--- src/rtl/riscv_pkg.sv ---
// Shared types for the riscv core front end.
//   XLEN             - architectural register / address width
//   inst_t, addr_t   - instruction word and byte address
//   fetch_entry_t    - one fetched instruction with its PC and bus error flag
//                      (also consumed by the decode stage)
//   fetch_state_e    - instruction bus command FSM states
//   align_word()     - force an address onto a word boundary
package riscv_pkg;

   localparam int unsigned XLEN = 32;

   typedef logic [XLEN-1:0] inst_t;
   typedef logic [XLEN-1:0] addr_t;

   typedef struct packed {
      addr_t pc;
      inst_t inst;
      logic  err;
   } fetch_entry_t;

   localparam addr_t RESET_PC_DEFAULT = 32'h0000_0000;

   typedef enum logic {
      FETCH_IDLE = 1'b0,
      FETCH_REQ  = 1'b1
   } fetch_state_e;

   function automatic addr_t align_word(input addr_t a);
      return {a[XLEN-1:2], 2'b00};
   endfunction

endpackage

--- src/rtl/ifetch_queue.sv ---
// Instruction fetch front end: sequential PC generation, instruction bus
// command handshake, in-order tracking of outstanding requests, and a small
// entry-per-request queue of {pc, inst, err} feeding decode. A redirect
// flushes the queue and restarts fetch; responses still in flight for
// flushed requests are counted and dropped.
//
// Ports:
//   clk, rst                 clock, asynchronous active-high reset
//   iBus_cmd_valid/ready     fetch command handshake
//   iBus_cmd_payload_pc      fetch address (word aligned, stable while pending)
//   iBus_rsp_ready           response strobe (in order, <= 1 per cycle)
//   iBus_rsp_err/inst        response error flag and instruction word
//   redirect_valid/pc        flush and restart fetch at redirect_pc
//   out_valid/ready          head entry handshake towards decode
//   out_pc/inst/err          head entry contents
module ifetch_queue
   import riscv_pkg::*;
#(
   parameter addr_t       RESET_PC = RESET_PC_DEFAULT,
   parameter int unsigned DEPTH    = 4
) (
   input  logic        clk,
   input  logic        rst,

   output logic        iBus_cmd_valid,
   input  logic        iBus_cmd_ready,
   output logic [31:0] iBus_cmd_payload_pc,

   input  logic        iBus_rsp_ready,
   input  logic        iBus_rsp_err,
   input  logic [31:0] iBus_rsp_inst,

   input  logic        redirect_valid,
   input  logic [31:0] redirect_pc,

   output logic        out_valid,
   input  logic        out_ready,
   output logic [31:0] out_pc,
   output logic [31:0] out_inst,
   output logic        out_err
);

   localparam int unsigned PW = $clog2(DEPTH);
   localparam int unsigned CW = $clog2(DEPTH + 1);

   typedef logic [PW-1:0] ptr_t;
   typedef logic [CW-1:0] cnt_t;

   localparam logic [CW:0] DEPTH_W = (CW + 1)'(DEPTH);

   fetch_state_e state_q, state_d;
   addr_t        cmd_pc_q, cmd_pc_d;      // address currently presented on the bus
   addr_t        fetch_pc_q, fetch_pc_d;  // address of the next command to present
   ptr_t         head_q, head_d;
   ptr_t         fill_q, fill_d;
   ptr_t         tail_q, tail_d;
   cnt_t         count_q, count_d;        // allocated entries (filled + outstanding)
   cnt_t         outst_q, outst_d;        // allocated but not yet filled
   cnt_t         discard_q, discard_d;    // in-flight responses to drop
   logic         halted_q, halted_d;
   logic         stale_pend_q, stale_pend_d; // presented command predates a redirect

   fetch_entry_t entries_q [DEPTH];

   logic         cmd_accept;
   logic         alloc;
   logic         pop;
   logic         rsp_owned;
   logic         rsp_drop;
   logic         fill_en;
   logic         launch;
   logic         can_issue;
   addr_t        launch_pc;
   addr_t        redirect_pc_al;
   logic [CW:0]  budget;

   assign redirect_pc_al = align_word(redirect_pc);

   assign iBus_cmd_valid      = (state_q == FETCH_REQ);
   assign iBus_cmd_payload_pc = cmd_pc_q;

   // Filling is in order from head, so head is ready whenever some allocated
   // entry is no longer outstanding.
   assign out_valid = (count_q != outst_q);
   assign out_pc    = entries_q[head_q].pc;
   assign out_inst  = entries_q[head_q].inst;
   assign out_err   = entries_q[head_q].err;

   assign cmd_accept = (state_q == FETCH_REQ) && iBus_cmd_ready;
   assign alloc      = cmd_accept && !redirect_valid && !stale_pend_q;
   assign pop        = out_valid && out_ready && !redirect_valid;
   assign rsp_owned  = iBus_rsp_ready && ((discard_q != '0) || (outst_q != '0));
   assign rsp_drop   = iBus_rsp_ready && (redirect_valid || (discard_q != '0));
   assign fill_en    = iBus_rsp_ready && !rsp_drop && (outst_q != '0);

   // Queue pointers, occupancy, discard and halt bookkeeping.
   always_comb begin
      head_d       = head_q;
      fill_d       = fill_q;
      tail_d       = tail_q;
      count_d      = count_q;
      outst_d      = outst_q;
      discard_d    = discard_q;
      halted_d     = halted_q;
      stale_pend_d = stale_pend_q;

      if (redirect_valid) begin
         head_d    = tail_q;
         fill_d    = tail_q;
         count_d   = '0;
         outst_d   = '0;
         halted_d  = 1'b0;
         // Everything accepted and not yet returned becomes stale, including
         // a command accepted this very cycle; a response arriving now is one
         // of them and is removed from the total.
         discard_d = discard_q + outst_q + cnt_t'(cmd_accept) - cnt_t'(rsp_owned);
         stale_pend_d = (state_q == FETCH_REQ) && !iBus_cmd_ready;
      end else begin
         if (pop)     head_d = head_q + 1'b1;
         if (fill_en) fill_d = fill_q + 1'b1;
         if (alloc)   tail_d = tail_q + 1'b1;
         count_d   = count_q + cnt_t'(alloc) - cnt_t'(pop);
         outst_d   = outst_q + cnt_t'(alloc) - cnt_t'(fill_en);
         discard_d = discard_q
                   + cnt_t'(cmd_accept && stale_pend_q)
                   - cnt_t'(iBus_rsp_ready && (discard_q != '0));
         if (fill_en && iBus_rsp_err) halted_d = 1'b1;
         if (cmd_accept) stale_pend_d = 1'b0;
      end
   end

   // Command FSM. A new command is launched from IDLE or right after an
   // accept; stale in-flight responses share the DEPTH budget so discard
   // never exceeds its range.
   always_comb begin
      state_d    = state_q;
      cmd_pc_d   = cmd_pc_q;
      fetch_pc_d = fetch_pc_q;
      launch     = 1'b0;

      budget    = {1'b0, count_d} + {1'b0, discard_d};
      can_issue = (budget < DEPTH_W) && !halted_d;
      launch_pc = redirect_valid ? redirect_pc_al : fetch_pc_q;

      unique case (state_q)
         FETCH_IDLE: launch = 1'b1;
         FETCH_REQ: begin
            if (cmd_accept) begin
               launch = 1'b1;
            end else if (redirect_valid) begin
               // The pending command keeps its old PC; the redirect target
               // follows once it is accepted.
               fetch_pc_d = redirect_pc_al;
            end
         end
         default: launch = 1'b1;
      endcase

      if (launch) begin
         if (can_issue) begin
            state_d    = FETCH_REQ;
            cmd_pc_d   = launch_pc;
            fetch_pc_d = launch_pc + 32'd4;
         end else begin
            state_d    = FETCH_IDLE;
            fetch_pc_d = launch_pc;
         end
      end
   end

   always_ff @(posedge clk or posedge rst) begin
      if (rst) begin
         state_q      <= FETCH_IDLE;
         cmd_pc_q     <= RESET_PC;
         fetch_pc_q   <= RESET_PC;
         head_q       <= '0;
         fill_q       <= '0;
         tail_q       <= '0;
         count_q      <= '0;
         outst_q      <= '0;
         discard_q    <= '0;
         halted_q     <= 1'b0;
         stale_pend_q <= 1'b0;
      end else begin
         state_q      <= state_d;
         cmd_pc_q     <= cmd_pc_d;
         fetch_pc_q   <= fetch_pc_d;
         head_q       <= head_d;
         fill_q       <= fill_d;
         tail_q       <= tail_d;
         count_q      <= count_d;
         outst_q      <= outst_d;
         discard_q    <= discard_d;
         halted_q     <= halted_d;
         stale_pend_q <= stale_pend_d;
      end
   end

   always_ff @(posedge clk or posedge rst) begin
      if (rst) begin
         for (int unsigned i = 0; i < DEPTH; i++) begin
            entries_q[i] <= '0;
         end
      end else begin
         if (alloc) begin
            entries_q[tail_q].pc <= cmd_pc_q;
         end
         if (fill_en) begin
            entries_q[fill_q].inst <= iBus_rsp_inst;
            entries_q[fill_q].err  <= iBus_rsp_err;
         end
      end
   end

   // A response with nothing outstanding is a bus protocol violation.
   rsp_has_owner: assert property (@(posedge clk) disable iff (rst)
      iBus_rsp_ready |-> ((discard_q != '0) || (outst_q != '0)));

endmodule

--- config.mk ---
export PLATFORM = sky130hd
export DESIGN_NAME = ifetch_queue
export DESIGN_NICKNAME = d
export VERILOG_FILES = /design/src/rtl/riscv_pkg.sv /design/src/rtl/ifetch_queue.sv
export SDC_FILE = /design/constraint.sdc
export NUM_CORES = 1
export LEC_CHECK = 0
export CORE_ASPECT_RATIO = 1.25
export CORE_MARGIN = 5
export CORE_UTILIZATION = 50
export DETAILED_ROUTE_END_ITERATION = 6
export HOLD_SLACK_MARGIN = 0.02
export PLACE_DENSITY_LB_ADDON = 0.25
export RECOVER_POWER = 25
export SLEW_MARGIN = 0
export SYNTH_ARGS = -nofsm -noshare
export SYNTH_HDL_FRONTEND = slang
export SYNTH_SLANG_ARGS = --single-unit
export TNS_END_PERCENT = 1
--- constraint.sdc ---
create_clock -name clk -period 12.7 [get_ports clk]
set_input_delay 1.27 -clock clk [delete_from_list [all_inputs] [get_ports clk]]
set_output_delay 1.27 -clock clk [all_outputs]
set_load 0.01 [all_outputs]
==> results.yml <==
status:
  status: "complete, but fails checks"
  violations: "capacitance limit, slew limit"
layout:
  layout.cells.non_filler: 1667
  drive_gt1_share_pct: 32.4
  layout_commonest_cell: "dfrtp_1"
  fin_nets: 1330
  final_area_sq_um: 18800
  final_util_pct: 60.7
  regArea_sq_um: 8570
  multi_input_area_sq_um: 6690
  syn_to_final_growth_pct: 20.2
  fill_cells: 2396
  final_cell_mix: "dfrtp_1, mux2_2, clkdlybuf4s50_1, mux4_2, nor2_1"
synthesis:
  syn_inst: 1074
  seq_area_frac_synth_pct: 54.8
  syn_nets: 1169
  synth_ff_type: "dfrtp_1"
  synthesis.area_sq_um: 15600
  yosys.area.top_type: "dfrtp_1"
  yosys_register_bits: 342
  synth.area.top_cells: "dfrtp_1, mux2_2, mux4_2"
  synth-warning-count: 0
  yosysUniqueCellTypes: 54
  synth.avg_cell_area_sq_um: 14.5
  synth_top_area_share_pct: 54.8
  async_flop_share_pct: 100
  synth_edf_count: 0
critical_path:
  critPathKind: "in -> reg"
  cp.arrival_ns: 8.60
  start_kind: "primary input"
  setup.worst_path.end_class: "flip-flop"
  cp.required_ns: 13.08
  cp_cell_sequence: "clkbuf_1, clkbuf_1, nor3_1, inv_1, ha_1, inv_1, ha_1, fa_1, xnor2_1, nor2_1, ha_1, nor3_1, and4b_1, and2_2, buf_4, and3_1, nand2_1, xor2_1"
  max_stage_delay_ns: 1.68
  cpMaxStageDelayCell: "clkbuf_1"
  rrSetupSlack_ns: 7.47
  rr_worst_depth: 18
  cp_common_cell: "ha_1"
  worstPathMaxFanout: 63
  r2r-start: "discard_q[1]$_DFF_PP0_"
  rr_endpoint: "fetch_pc_q[10]$_DFFE_PP0P_"
cts:
  numCtsBuffers: 36
  root_buffer: "clkbuf_16"
  cts_setup_buffers: 0
  clk_pin_slew_worst_paths_ns: 0.06
  holdBufCountCts: 0
  cts_buffer_depth: 3
  cts_tree: "done"
  ctsResizeCount: 0
  clock-sinks: 342
  clock_latency_ns: 0.54
  htreeDepth: 2
sta:
  slew_headroom_pct: -225
  worst_pin_slew_ns: 4.85
  rsz0062_at_grt: "no"
  drv_slew: 209
  fin_crit_sh_pct: 64.7
  clock-skew-final_ns: 0.0317
  max_freq_ghz: 0.122
  fin_crit_ns: 8.22
  setup_tns_ns: 0
  finalHoldViolations: 0
  setup_violations: 0
die:
  die_area_sq_um: 34900
  start_util_pct: 50.5
  rows: 72
  die_x_um: 168
  core_sq_um: 30900
  io_pins: 170
  die_h_um: 208
placed_design:
  gp_routability_congestion: 0.804
  dp_hpwl_mm: 22.0
  io_buffers: 167
  dp_cells: 1604
  place_area_sq_um: 17600
global_route:
  grt.total_usage_pct: 19.9
  grt_pass1_wl_mm: 55.8
  first_global_vias: 10200
  grt-ovfl-total: 0
  antenna_found_initial: 2
  grt_start_max_net_pins: 111
detailed_routing:
  drtPass1Iterations: 6
  routed-via-count: 9306
  via_per_inst: 5.58
  drc: 0
  antenna_left: 0
  finalWirelength_mm: 34.0
  drt_iter0_drc: 471
  avgRoutedWirePerCell_um: 20.4
hold_path:
  worstHoldStart: "entries_q[113]$_DFFE_PP0P_"
  hp-class: "reg -> reg"
  worstHoldPathCells: 1
  hold_end: "entries_q[113]$_DFFE_PP0P_"
flow_run:
  drv_cap: 3
power_and_ir_drop:
  power_uw: 4350
  power.density_nw_per_um2: 232
  p_leak_uw: 0.00844
  vdd_ir_drop_max_mv: 0.222
[per-layer routing]
layer  part of all wire (%)  wire length (um)  GRT usage, %
met1                     41             13900          25.4
met5                  0.021                 7             0
met3                    5.4              1850          4.46
met4                    2.8               964          6.13
met2                     51             17300          34.0
[where the power goes]
part           total, uW  internal (uW)  switching [uW]  leakage, uW
clock               1020            602             421     0.000562
combinational       1600            891             709      0.00349
sequential          1730           1450             283      0.00439
total               4350           2940            1410      0.00844
[critical path, delay by kind of cell]
kind	cells	cell delay, ns
buffers and inverters	5	4.07
AND/OR/NAND/NOR	7	1.82
adder cells (fa/ha/maj)	4	1.08
XOR/XNOR	2	0.32
[worst max path at each step]
stage                    from                    endpoint  slack, ns
2_1_floorplan             rst        count_q[0]$_DFF_PP0_       1.95
3_3_place_gp   iBus_rsp_ready  fetch_pc_q[10]$_DFFE_PP0P_       6.61
3_5_place_dp   iBus_rsp_ready  fetch_pc_q[10]$_DFFE_PP0P_       6.57
4_1_cts        iBus_rsp_ready  fetch_pc_q[10]$_DFFE_PP0P_       7.10
5_1_grt        redirect_valid  fetch_pc_q[10]$_DFFE_PP0P_       3.73
6_report       redirect_valid  fetch_pc_q[10]$_DFFE_PP0P_       4.48
[final cells by class]
class / count / share of cell area (%)
multi-input cells: 652 / 35.7
clock buffers: 57 / 5.70
diodes: 1 / 0.0133
clock inverters: 5 / 0.447
inverters: 24 / 0.487
well taps: 407 / 2.71
flip-flops and latches: 342 / 45.6
repair buffers: 179 / 9.33
[through the flow]
stage | hold WS [ns] | setup slack, ns
6_report | 0.485 | 4.48
5_1_grt | 0.512 | 3.73
4_1_cts | 0.493 | 7.10
3_5_place_dp | 0.479 | 6.57
3_3_place_gp | 0.469 | 6.61
2_1_floorplan | 0.455 | 1.95
[cell families (layout without fill, tap and decap cells)]
logic type | after synthesis | after routing | share of synthesized area (%)
buffers and inverters | 80 | 265 | 2.29
multiplexers | 360 | 360 | 30.5
other | 0 | 1 | 0
AND/OR/NAND/NOR | 162 | 162 | 5.29
AO/OA/AOI/OAI | 60 | 60 | 2.41
flip-flops | 342 | 342 | 54.8
adder cells (fa/ha/maj) | 24 | 24 | 2.16
XOR/XNOR | 46 | 46 | 2.58
[registers in the layout, indices dropped and copies added (netlist names), 2 cells and up]
signal and count:
count_q 3, discard_q 3, entries_q 260, fetch_pc_q 32, fill_q 2, head_q 2
iBus_cmd_payload_pc 32, outst_q 3, tail_q 2
[synth_stat cells, types with 5 or more instances]
cell type,instances
mux2i_1,24
nand2b_1,5
a21oi_1,32
fa_1,5
buf_2,28
ha_1,19
nand3b_1,6
mux2_1,8
dfrtp_1,342
clkbuf_1,8
inv_1,24
nand2_1,37
mux4_2,65
nand3_1,24
xor2_1,14
buf_1,17
nor2b_1,15
nor3_1,9
xnor2_1,32
mux2_2,263
o21ai_0,6
nor2_1,44
Power figures use the tool's default switching activity.
